### src/rtl/apb_arb_pkg.sv
// Shared state encoding and default sizing for the two-requester APB master.
package apb_arb_pkg;

    typedef enum logic [1:0] {
        IDLE   = 2'd0,
        SETUP  = 2'd1,
        ACCESS = 2'd2
    } apb_state_t;

    localparam int ADDR_W_DEF  = 3;
    localparam int DATA_W_DEF  = 8;
    localparam int TIMEOUT_DEF = 16;

    // A zero timeout still needs a one-bit counter so the register is never zero-width.
    function automatic int cnt_width(input int timeout);
        return (timeout > 0) ? $clog2(timeout + 1) : 1;
    endfunction

endpackage

### src/rtl/apb_rr_arb2.sv
// Two-way round-robin grant: a lone request wins outright, a tie goes to the
// requester that was not served last.
module apb_rr_arb2
    import apb_arb_pkg::*;
(
    input  logic [1:0] valid,
    input  logic       last_grant,
    output logic [1:0] grant
);

    always_comb begin
        grant = 2'b00;
        case (valid)
            2'b01:   grant = 2'b01;
            2'b10:   grant = 2'b10;
            2'b11:   grant = last_grant ? 2'b01 : 2'b10;
            default: grant = 2'b00;
        endcase
    end

endmodule

### src/rtl/apb_master_arbiter.sv
// Two-requester APB master: round-robin arbitration, SETUP/ACCESS sequencing,
// bounded wait states and per-requester response registers.
module apb_master_arbiter
    import apb_arb_pkg::*;
#(
    parameter int ADDR_W  = ADDR_W_DEF,
    parameter int DATA_W  = DATA_W_DEF,
    parameter int TIMEOUT = TIMEOUT_DEF
) (
    input  logic              PCLK,
    input  logic              PRESET_n,

    input  logic              rq0_valid_i,
    input  logic              rq0_write_i,
    input  logic [ADDR_W-1:0] rq0_addr_i,
    input  logic [DATA_W-1:0] rq0_wdata_i,
    output logic              rq0_ack_o,
    output logic              rq0_done_o,
    output logic [DATA_W-1:0] rq0_rdata_o,
    output logic              rq0_err_o,

    input  logic              rq1_valid_i,
    input  logic              rq1_write_i,
    input  logic [ADDR_W-1:0] rq1_addr_i,
    input  logic [DATA_W-1:0] rq1_wdata_i,
    output logic              rq1_ack_o,
    output logic              rq1_done_o,
    output logic [DATA_W-1:0] rq1_rdata_o,
    output logic              rq1_err_o,

    output logic              PSEL_o,
    output logic              PENABLE_o,
    output logic              PWRITE_o,
    output logic [ADDR_W-1:0] PADDR_o,
    output logic [DATA_W-1:0] PWDATA_o,
    input  logic [DATA_W-1:0] PRDATA_i,
    input  logic              PREADY_i,
    input  logic              PSLVERR_i,

    output logic              busy_o
);

    localparam int               CNT_W    = cnt_width(TIMEOUT);
    localparam logic [CNT_W-1:0] CNT_LAST = CNT_W'((TIMEOUT > 0) ? TIMEOUT - 1 : 0);

    apb_state_t        state;
    logic              last_grant;   // also identifies the owner of the transfer in flight
    logic [CNT_W-1:0]  wait_cnt;
    logic [1:0]        grant;
    logic              timed_out;
    logic              finish;
    logic [DATA_W-1:0] resp_rdata;
    logic              resp_err;

    apb_rr_arb2 u_rr_arb (
        .valid      ({rq1_valid_i, rq0_valid_i}),
        .last_grant (last_grant),
        .grant      (grant)
    );

    // A slave that answers on the timeout cycle still wins: PREADY takes priority.
    always_comb begin
        timed_out  = (TIMEOUT != 0) && !PREADY_i && (wait_cnt == CNT_LAST);
        finish     = (state == ACCESS) && (PREADY_i || timed_out);
        resp_rdata = '0;
        resp_err   = 1'b1;
        if (PREADY_i) begin
            resp_rdata = PWRITE_o ? '0 : PRDATA_i;
            resp_err   = PSLVERR_i;
        end
    end

    always_ff @(posedge PCLK or negedge PRESET_n) begin
        if (!PRESET_n) begin
            state       <= IDLE;
            last_grant  <= 1'b1;
            wait_cnt    <= '0;
            PSEL_o      <= 1'b0;
            PENABLE_o   <= 1'b0;
            PWRITE_o    <= 1'b0;
            PADDR_o     <= '0;
            PWDATA_o    <= '0;
            busy_o      <= 1'b0;
            rq0_ack_o   <= 1'b0;
            rq0_done_o  <= 1'b0;
            rq0_rdata_o <= '0;
            rq0_err_o   <= 1'b0;
            rq1_ack_o   <= 1'b0;
            rq1_done_o  <= 1'b0;
            rq1_rdata_o <= '0;
            rq1_err_o   <= 1'b0;
        end else begin
            rq0_ack_o  <= 1'b0;
            rq1_ack_o  <= 1'b0;
            rq0_done_o <= 1'b0;
            rq1_done_o <= 1'b0;
            case (state)
                IDLE: begin
                    if (|grant) begin
                        state      <= SETUP;
                        busy_o     <= 1'b1;
                        PSEL_o     <= 1'b1;
                        PENABLE_o  <= 1'b0;
                        last_grant <= grant[1];
                        PWRITE_o   <= grant[1] ? rq1_write_i : rq0_write_i;
                        PADDR_o    <= grant[1] ? rq1_addr_i  : rq0_addr_i;
                        PWDATA_o   <= grant[1] ? rq1_wdata_i : rq0_wdata_i;
                        rq0_ack_o  <= grant[0];
                        rq1_ack_o  <= grant[1];
                    end
                end
                SETUP: begin
                    state     <= ACCESS;
                    PENABLE_o <= 1'b1;
                    wait_cnt  <= '0;
                end
                ACCESS: begin
                    if (finish) begin
                        state     <= IDLE;
                        busy_o    <= 1'b0;
                        PSEL_o    <= 1'b0;
                        PENABLE_o <= 1'b0;
                        if (last_grant) begin
                            rq1_done_o  <= 1'b1;
                            rq1_rdata_o <= resp_rdata;
                            rq1_err_o   <= resp_err;
                        end else begin
                            rq0_done_o  <= 1'b1;
                            rq0_rdata_o <= resp_rdata;
                            rq0_err_o   <= resp_err;
                        end
                    end else begin
                        wait_cnt <= wait_cnt + 1'b1;
                    end
                end
                default: begin
                    state     <= IDLE;
                    busy_o    <= 1'b0;
                    PSEL_o    <= 1'b0;
                    PENABLE_o <= 1'b0;
                end
            endcase
        end
    end

endmodule
### config.mk
export PLATFORM = sky130hd
export DESIGN_NAME = apb_master_arbiter
export DESIGN_NICKNAME = d
export VERILOG_FILES = /design/src/rtl/apb_arb_pkg.sv /design/src/rtl/apb_rr_arb2.sv /design/src/rtl/apb_master_arbiter.sv
export SDC_FILE = /design/constraint.sdc
export NUM_CORES = 1
export LEC_CHECK = 0
export BUFFER_PORTS_ARGS = -buffer_cell sky130_fd_sc_hd__buf_2
export CAP_MARGIN = 25
export CORE_ASPECT_RATIO = 0.75
export CORE_MARGIN = 2
export CORE_UTILIZATION = 52
export DETAILED_ROUTE_END_ITERATION = 8
export PLACE_DENSITY = 0.91
export SYNTH_ARGS = -nofsm -noshare
export SYNTH_HDL_FRONTEND = slang
export SYNTH_SLANG_ARGS = --single-unit
### constraint.sdc
create_clock -name PCLK -period 2.7 [get_ports PCLK]
set_input_delay 0.27 -clock PCLK [delete_from_list [all_inputs] [get_ports PCLK]]
set_output_delay 0.27 -clock PCLK [all_outputs]
set_load 0.01 [all_outputs]
==> impl_metrics.py, run 1 <==
metrics = {
    "floorplanning": {
        "row_count": 19,
        "die_h_um": 56.8,
        "dieArea_um2": 4220,
        "ios": 75,
        "start_util_pct": 53.4,
        "core_um2": 3610,
        "fp.dieW_um": 74.4,
    },
    "cells_and_area": {
        "layout.nets": 288,
        "syn2layout_area_growth_pct": 26.4,
        "finish.instance_area_um2": 2440,
        "drive_gt1_share_pct": 43.8,
        "stdcell_count": 301,
        "diodes": 0,
    },
    "synthesis": {
        "ys_top_cells_by_count": "43 x dfrtp_1, 33 x nand2_1, 18 x mux2_2",
        "yosysWarningCount": 0,
        "synth_cell_types": 31,
        "ys_seq_area_share_pct": 57.1,
        "synth_most_common_cell": "dfrtp_1",
        "ys_async_sr_fraction_pct": 100,
        "synth-seq-cells": 44,
        "synth_largest_area_cell": "dfrtp_1",
        "ys.flop_type": "dfrtp_1",
        "syn_inst": 173,
        "synth_edf_count": 0,
        "synthesis.area_um2": 1930,
        "syn_nets": 213,
        "yosysTopAreaCellShare_pct": 55.7,
        "syn_avg_cell_area_um2": 11.2,
        "synth_area_leaders": "dfrtp_1 56%, mux2_2 10%, nand2_1 6.4%",
    },
    "clock_network": {
        "clockRootBuffer": "clkbuf_8",
        "htreeDepth": 2,
        "cts_sinks": 44,
        "cts_buffer_depth": 2,
        "cts_made_buffers": 5,
        "cts_tree": "yes",
        "clkTransAtPathRegs_ns": 0.08,
        "insertion_delay_ns": 0.29,
    },
    "timing": {
        "setup_viol": 0,
        "hold_violations": 0,
        "maxSlewHeadroom_pct": 34.8,
        "setup-tns-final_ns": 0,
        "skew_ns": 0.00311,
        "slew_viol_final": 0,
        "whs_ns": 0.205,
        "clock.fmax_mhz": 475,
        "rsz0062_at_grt": "false",
        "fin_crit_sh_pct": 78.0,
        "worst_pin_slew_ns": 0.975,
        "fin_crit_ns": 2.11,
    },
    "global_routing": {
        "grt_pass1_wl_um": 7110,
        "first_global_vias": 1477,
        "grt_antenna_before_repair": 0,
        "overflow": 0,
        "track_usage_pct": 22.2,
        "grt_max_degree": 45,
    },
    "placed_design": {
        "place_hpwl_um": 3010,
        "dp.cells": 291,
        "portBuffers": 74,
        "place_congestion": 0.795,
        "placed_area_um2": 2320,
    },
    "drt": {
        "avgViaCountPerCell": 5.18,
        "wirelength_um": 4240,
        "ant_nets": 0,
        "drtPass1Iterations": 4,
        "drc": 0,
        "drtIter0Drc": 92,
        "routedWlPerCell_um": 14.1,
        "route.vias.total": 1560,
    },
    "min_path": {
        "holdCritPathClass": "primary input to register",
    },
    "power_and_ir_drop": {
        "finalPower_w": 0.00253,
        "peakVddDrop_uv": 569,
        "p_per_area_nw_per_um2": 1040,
        "leakagePower_nw": 1.28,
    },
    "worst_setup_path": {
        "crit_type": "register to register",
        "crit_fanout": 10,
        "critPathRequiredTime_ns": 2.88,
        "cp.arrival_ns": 2.29,
        "worstSetupEndpointType": "register",
        "regToRegSetupSlack_ns": 0.59,
        "critPathLaunchType": "register",
    },
    "flow_run": {
        "drv_cap": 0,
    },
    "run_status": {
        "status": "finished, final reports clean",
    },
}
cells in the final DEF, fill, tap and decap left out, types with 2 or more instances in the layout:
cell | Yosys | routed
nor3_1 | 2 | 2
nand2b_1 | 2 | 2
buf_2 | 5 | 74
mux2i_1 | 2 | 2
dfrtp_1 | 43 | 43
nand2_1 | 33 | 33
nand3_1 | 3 | 3
clkinv_2 | 0 | 2
buf_4 | 2 | 2
mux2_2 | 18 | 18
a31oi_1 | 13 | 13
a21oi_1 | 17 | 17
inv_1 | 4 | 4
and2_1 | 8 | 8
ha_1 | 2 | 2
nor2_1 | 2 | 2
clkbuf_8 | 0 | 5
worst max-delay path, cell delays in order, from the launching register on:
cell	delay, ns
dfrtp_1	0.42
ha_1	0.25
and3_1	0.15
ha_1	0.25
o2111ai_2	0.52
mux2_2	0.40
registers in the layout, summed over array words and instances, names as in the netlist:
signal	count
wait_cnt	5
rq0_rdata_o	8
rq1_ack_o	1
PWDATA_o	8
rq0_ack_o	1
rq0_done_o	1
rq0_err_o	1
busy_o	1
state	2
rq1_err_o	1
PENABLE_o	1
rq1_rdata_o	8
PADDR_o	3
PWRITE_o	1
last_grant	1
rq1_done_o	1
power breakdown:
group          internal, W  switching (W)
Combinational     0.000454       0.000527
Sequential        0.000946       0.000204
Clock             0.000180       0.000219
Total              0.00158       0.000950
metrics by stage:
stage	setup WS, ns	util, %
6_report	0.593	67.5
3_5_place_dp	0.613	64.3
5_1_grt	0.482	67.5
3_3_place_gp	0.737	64.3
2_1_floorplan	0.840	-
4_1_cts	0.589	66.7
cell families (layout without fill, tap and decap cells):
family,after synthesis,in the layout,synth area share [%]
flip-flops,44,44,57.1
AO/OA/AOI/OAI,37,37,11.9
adder cells (fa/ha/maj),2,2,1.30
multiplexers,20,20,11.5
buffers and inverters,14,90,3.82
AND/OR/NAND/NOR,56,56,14.4
layout make-up:
class	instances	area, um^2
Multi-Input combinational cell	115	754
Timing Repair Buffer	78	415
Clock inverter	3	18.8
Sequential cell	44	1100
Fill cell	286	1170
Clock buffer	5	68.8
Tap cell	52	65.1
Inverter	4	15.0
per-layer routing:
layer | global-route usage (%) | vias to the layer above | wire, um
met4 | 7.65 | 0 | 80
met3 | 5.21 | 10 | 227
li1 | - | 749 | -
met2 | 33.9 | 51 | 2090
met1 | 31.3 | 750 | 1840
met5 | 0 | - | 0
path summary, 6_finish.rpt:
kind,end,depth (start not counted),start
worst max-delay path,rq1_rdata_o[3],5,wait_cnt[0]
worst min-delay path,last_grant,2,rq0_valid_i
worst max register to register,rq1_rdata_o[3],5,wait_cnt[0]
worst min register to register,rq0_err_o,1,rq0_err_o
max in group asynchronous,last_grant,3,PRESET_n
min in group asynchronous,rq0_rdata_o[0],2,PRESET_n
repair_timing:
action / in CTS / in global routing
resized for setup: 0 / 0
hold buffers: 0 / 1
buffers inserted: 0 / 0
hold endpoints to repair: 0 / 43
Power figures use the tool's default switching activity.
==> inputs of run 2 (changes only) <==
--- a/config.mk
+++ b/config.mk
@@ -9,9 +9,9 @@
 export CAP_MARGIN = 25
 export CORE_ASPECT_RATIO = 0.75
 export CORE_MARGIN = 2
-export CORE_UTILIZATION = 52
+export CORE_UTILIZATION = 48
 export DETAILED_ROUTE_END_ITERATION = 8
-export PLACE_DENSITY = 0.91
+export PLACE_DENSITY = 0.86
 export SYNTH_ARGS = -nofsm -noshare
 export SYNTH_HDL_FRONTEND = slang
 export SYNTH_SLANG_ARGS = --single-unit
==> constraint.sdc (replaced) <==
create_clock -name PCLK -period 1.94 [get_ports PCLK]
set_input_delay 0.194 -clock PCLK [delete_from_list [all_inputs] [get_ports PCLK]]
set_output_delay 0.194 -clock PCLK [all_outputs]
set_load 0.01 [all_outputs]
==> run 2 against run 1 <==
Clock power rose by 84%. Via count rose by 1.8%. Maximum frequency rose by 13%. Die area rose by 7.8%. First-iteration DRC count rose by 4.3%. Highest routed layer unchanged.
==> impl_metrics.py, run 2 (synthesized netlist as in run 1, its figures left out) <==
metrics = {
    "run_status": {
        "status": "finished, final reports clean",
    },
    "drt": {
        "routedWlPerCell_um": 14.9,
        "wirelength_um": 4530,
        "avgViaCountPerCell": 5.21,
        "drtIter0Drc": 96,
        "drtPass1Iterations": 4,
        "route.vias.total": 1588,
        "drc": 0,
        "ant_nets": 0,
    },
    "min_path": {
        "min_from": "rq0_valid_i",
        "holdCritPathClass": "primary input to register",
        "hold-path-endpoint": "last_grant",
        "hold_depth": 2,
    },
    "floorplanning": {
        "row_count": 19,
        "fp.dieW_um": 77.2,
        "die_h_um": 58.9,
        "ios": 75,
        "dieArea_um2": 4550,
        "core_um2": 3760,
        "start_util_pct": 51.4,
    },
    "worst_setup_path": {
        "r2r-end": "rq1_rdata_o[7]",
        "crit_fanout": 10,
        "max_stage_delay_ns": 0.42,
        "cp.arrival_ns": 2.05,
        "regToRegSetupSlack_ns": 0.07,
        "critPathRequiredTime_ns": 2.12,
        "slowest_stage": "dfrtp_1",
        "critPathLaunchType": "register",
        "critPathLaunch": "wait_cnt[0]",
        "r2r_cells": 6,
        "worstSetupEndpointType": "register",
        "rr_startpoint": "wait_cnt[0]",
        "crit_type": "register to register",
        "crit_chain": "ha_1, and3_1, ha_2, o2111ai_2, buf_12, mux2_2",
    },
    "placed_design": {
        "portBuffers": 74,
        "dp.cells": 296,
        "place_hpwl_um": 3180,
        "pre_cts_ws_ns": -0.0263,
        "place_congestion": 0.746,
    },
    "flow_run": {
        "drv_cap": 0,
    },
    "timing": {
        "worst_pin_slew_ns": 0.580,
        "fin_crit_ns": 1.87,
        "slew_viol_final": 0,
        "maxSlewHeadroom_pct": 61.3,
        "clock.fmax_mhz": 534,
        "skew_ns": 0.00998,
        "fin_ws_ns": 0.0684,
        "fin_crit_sh_pct": 96.5,
        "hold_violations": 0,
        "setup-tns-final_ns": 0,
        "rsz0062_at_grt": "false",
        "setup_viol": 0,
    },
    "clock_network": {
        "cts_made_buffers": 5,
        "cts_sinks": 44,
        "clkTransAtPathRegs_ns": 0.08,
        "insertion_delay_ns": 0.30,
        "clockRootBuffer": "clkbuf_8",
        "cts_buffer_depth": 2,
        "htreeDepth": 2,
        "cts_tree": "yes",
    },
    "cells_and_area": {
        "drive_gt1_share_pct": 45.8,
        "fin_util_pct": 66.9,
        "layout.nets": 292,
        "reg_top3": "PWDATA_o: 8 flops, rq0_rdata_o: 8 flops, rq1_rdata_o: 8 flops",
        "diodes": 0,
        "syn2layout_area_growth_pct": 30.1,
        "stdcell_count": 305,
        "final_common_cell": "buf_2",
        "layout_common_cells": "74 x buf_2, 43 x dfrtp_1, 33 x nand2_1, 18 x mux2_2, 17 x a21oi_1",
    },
    "power_and_ir_drop": {
        "peakVddDrop_uv": 770,
        "leakagePower_nw": 1.31,
        "p_per_area_nw_per_um2": 1500,
    },
    "global_routing": {
        "track_usage_pct": 21.9,
        "first_global_vias": 1543,
        "overflow": 0,
        "grt_pass1_wl_um": 7470,
        "grt_max_degree": 27,
        "grt_antenna_before_repair": 0,
    },
}
-- run 2: changes by cell type in the layout (fill, tap and decap cells not counted), sizes merged --
| cell | before | now |
|---|---|---|
| buf | 77 | 81 |
| bufinv | 0 | 1 |
| clkinv | 3 | 1 |
| clkbuf | 5 | 6 |
-- run 2: final cells by class --
class	count	area, um^2
inverters	4	15.0
flip-flops and latches	44	1100
well taps	52	65.1
fillers	292	1240
clock inverters	2	38.8
multi-input cells	115	762
clock buffers	6	82.6
repair buffers	82	445
-- run 2: power by group --
group	internal, W	switching [W]
logic	0.000676	0.000768
clock network	0.000421	0.000313
registers	0.00132	0.000269
-- run 2: worst max-delay path by stage --
| stage | to | slack, ns | cells after the start |
|---|---|---|---|
| after floorplan | rq1_err_o | 0.08 | 5 |
| after global placement | wait_cnt[4] | 0.05 | 6 |
| after detailed placement | rq0_rdata_o[1] | -0.03 | 5 |
| after CTS | rq1_rdata_o[7] | 0.03 | 6 |
| after global routing | rq1_rdata_o[7] | 0.003 | 6 |
| final | rq1_rdata_o[7] | 0.07 | 6 |
-- run 2: metrics by stage --
step / area (um^2) / hold slack [ns] / total power, W
2_1_floorplan: 1930 / -0.102 / 0.00243
3_3_place_gp: 2370 / 0.214 / 0.00297
3_5_place_dp: 2370 / 0.223 / 0.00302
4_1_cts: 2510 / 0.103 / 0.00377
5_1_grt: 2510 / 0.0963 / 0.00400
6_report: 2510 / 0.115 / 0.00376
-- run 2: timing repair --
action,4_1_cts,5_1_grt
hold buffers,1,0
setup buffers,0,0
endpoints found under the setup margin,11,7
gates cloned,0,0
endpoints found under the hold margin,23,0
pin swaps,0,1
resized for setup,2,1
-- run 2: per-layer routing --
metal,global-route usage [%],vias up,wire (um)
met1,29.1,778,1990
met2,35.0,47,2230
met5,0,-,0
li1,-,758,-
met3,5.67,5,235
met4,8.93,0,70
-- run 2: worst max-delay path: cells and delay by family, from the launching register on --
kind,cells,cell delay (ns)
mux,1,0.35
fa+ha+maj,2,0.43
flops,1,0.42
buf+inv,1,0.17
simple gates,1,0.15
compound gates,1,0.24
==> inputs of run 3 (changes only) <==
--- a/config.mk
+++ b/config.mk
@@ -12,6 +12,8 @@
 export CORE_UTILIZATION = 48
 export DETAILED_ROUTE_END_ITERATION = 8
 export PLACE_DENSITY = 0.86
+export REMOVE_ABC_BUFFERS = 1
+export SKIP_LAST_GASP = 1
 export SYNTH_ARGS = -nofsm -noshare
 export SYNTH_HDL_FRONTEND = slang
 export SYNTH_SLANG_ARGS = --single-unit
==> constraint.sdc (replaced) <==
create_clock -name PCLK -period 1.78 [get_ports PCLK]
set_input_delay 0.178 -clock PCLK [delete_from_list [all_inputs] [get_ports PCLK]]
set_output_delay 0.178 -clock PCLK [all_outputs]
set_load 0.01 [all_outputs]
==> run 3 against run 2 <==
Worst hold slack worse by 0.017 ns. Sequential cell count is the same. Utilization up 2.1 points. Maximum frequency up 7.0%. Cell count grew 1.3%. Cell area grew 3.1%. Combinational power is 13% higher. Non-clock buffer count grew 3. Critical path type unchanged. Largest power group unchanged.
==> impl_metrics.py, run 3 (synthesized netlist as in run 1, its figures left out) <==
metrics = {
    "drt": {
        "wirelength_um": 4530,
        "avgViaCountPerCell": 5.18,
        "routedWlPerCell_um": 14.6,
        "route.vias.total": 1600,
        "drtIter0Drc": 94,
        "drc": 0,
        "ant_nets": 0,
        "drtPass1Iterations": 4,
    },
    "floorplanning": {
        "start_util_pct": 51.4,
        "ios": 75,
        "die_h_um": 58.9,
        "row_count": 19,
        "core_um2": 3760,
        "fp.dieW_um": 77.2,
        "dieArea_um2": 4550,
    },
    "cells_and_area": {
        "layout_common_cells": "74 x buf_2, 43 x dfrtp_1, 33 x nand2_1, 18 x mux2_2, 16 x a21oi_1",
        "layout.nets": 296,
        "finish.instance_area_um2": 2590,
        "diodes": 0,
        "reg_top3": "PWDATA_o: 8 flops, rq0_rdata_o: 8 flops, rq1_rdata_o: 8 flops",
        "syn2layout_area_growth_pct": 34.1,
        "final_common_cell": "buf_2",
        "fillers": 286,
        "fin_util_pct": 68.9,
        "drive_gt1_share_pct": 48.6,
    },
    "global_routing": {
        "grt_max_degree": 45,
        "track_usage_pct": 19.8,
        "overflow": 0,
        "first_global_vias": 1496,
        "grt_pass1_wl_um": 6990,
        "grt_antenna_before_repair": 0,
    },
    "power_and_ir_drop": {
        "p_int_w": 0.00269,
        "leakagePower_nw": 1.33,
        "combPwrFrac_pct": 38.8,
        "switching_power_w": 0.00149,
        "sw_frac_of_total_pct": 35.6,
        "clkPwrFrac_pct": 19.6,
        "seqPwrFrac_pct": 41.6,
        "peakVddDrop_uv": 1000,
        "finalPower_w": 0.00419,
        "p_per_area_nw_per_um2": 1620,
    },
    "placed_design": {
        "place_congestion": 0.855,
        "portBuffers": 74,
        "place_hpwl_um": 3100,
        "placed_area_um2": 2380,
    },
    "timing": {
        "hold_violations": 0,
        "fin_crit_ns": 1.75,
        "slew_viol_final": 0,
        "whs_ns": 0.0983,
        "maxSlewHeadroom_pct": 64.0,
        "rsz0062_at_grt": "true",
        "setup-tns-final_ns": 0,
        "worst_pin_slew_ns": 0.539,
        "setup_viol": 0,
        "skew_ns": 0.00559,
        "clock.fmax_mhz": 572,
        "fin_crit_sh_pct": 98.3,
    },
    "min_path": {
        "holdCritPathClass": "primary input to register",
    },
    "clock_network": {
        "clockRootBuffer": "clkbuf_8",
        "cts_setup_buffers": 0,
        "cts_buffer_depth": 2,
        "clkTransAtPathRegs_ns": 0.08,
        "cts_made_buffers": 5,
        "cts_sinks": 44,
        "insertion_delay_ns": 0.29,
        "cts_tree": "yes",
        "htreeDepth": 2,
    },
    "run_status": {
        "status": "finished, final reports clean",
    },
    "worst_setup_path": {
        "critPathLaunchType": "register",
        "worstSetupEndpointType": "register",
        "critPathRequiredTime_ns": 1.96,
        "crit_fanout": 6,
        "crit_type": "register to register",
        "cp.arrival_ns": 1.93,
    },
    "flow_run": {
        "drv_cap": 0,
    },
}
## run 3: cell types whose count changed in the layout (fill, tap and decap cells not counted), sizes merged
cell / before / now
o2111a: 1 / 2
clkbuf: 6 / 7
buf: 81 / 84
clkinv: 1 / 0
## run 3: power groups by stage
stage	registers, W	logic, W	clock network, W
finish	0.00174	0.00163	0.000820
global route	0.00180	0.00178	0.000883
CTS	0.00173	0.00159	0.000838
detailed placement	0.00173	0.00157	0
global placement	0.00172	0.00153	0
floorplan	0.00189	0.000670	0
## run 3: path summary, 6_finish.rpt
path,start,end,slack (ns),cells past startpoint
hold reg to reg,wait_cnt[3],wait_cnt[3],0.50,1
min in group asynchronous,PRESET_n,wait_cnt[3],0.48,3
max in group asynchronous,PRESET_n,last_grant,0.92,3
hold / removal,rq0_valid_i,last_grant,0.1,2
setup / recovery,wait_cnt[0],wait_cnt[0],0.03,6
setup reg to reg,wait_cnt[0],wait_cnt[0],0.03,6
## run 3: final cells by class
| class | count | area (um^2) | share of cell area [%] |
|---|---|---|---|
| clock buffer | 7 | 96.3 | 3.72 |
| timing repair buffer | 85 | 459 | 17.7 |
| sequential | 44 | 1100 | 42.6 |
| multi-input combinational | 116 | 821 | 31.7 |
| tap | 52 | 65.1 | 2.51 |
| clock inverter | 1 | 30.0 | 1.16 |
| inverter | 4 | 15.0 | 0.580 |
## run 3: layer usage
layer  track usage, %  share of wire, %  up-vias
met1             27.0                45      756
li1                 -                 -      766
met2             29.8                46       73
met5                0                 0        -
met4             8.42              0.84        0
met3             6.29               7.8        5
## run 3: what timing repair did
item / in CTS / in global routing
hold endpoints to repair: 43 / 0
cloned: 0 / 1
gates resized for setup: 6 / 6
pin swaps: 1 / 8
endpoints found under the setup margin: 21 / 23
hold buffers: 1 / 0
## run 3: worst max-delay path, cell delays in order (launching register included)
cell     delay, ns
dfrtp_1       0.39
ha_2          0.18
and3_4        0.15
ha_4          0.19
or4b_4        0.58
nand3_2       0.08
o21ai_1       0.07
## run 3: per-stage QoR
step / instances / worst slack (ns)
finish: 309 / 0.0305
global route: 309 / -0.0209
CTS: 308 / -0.00150
detailed placement: 299 / -0.153
global placement: 299 / -0.0695
floorplan: 163 / -0.0799
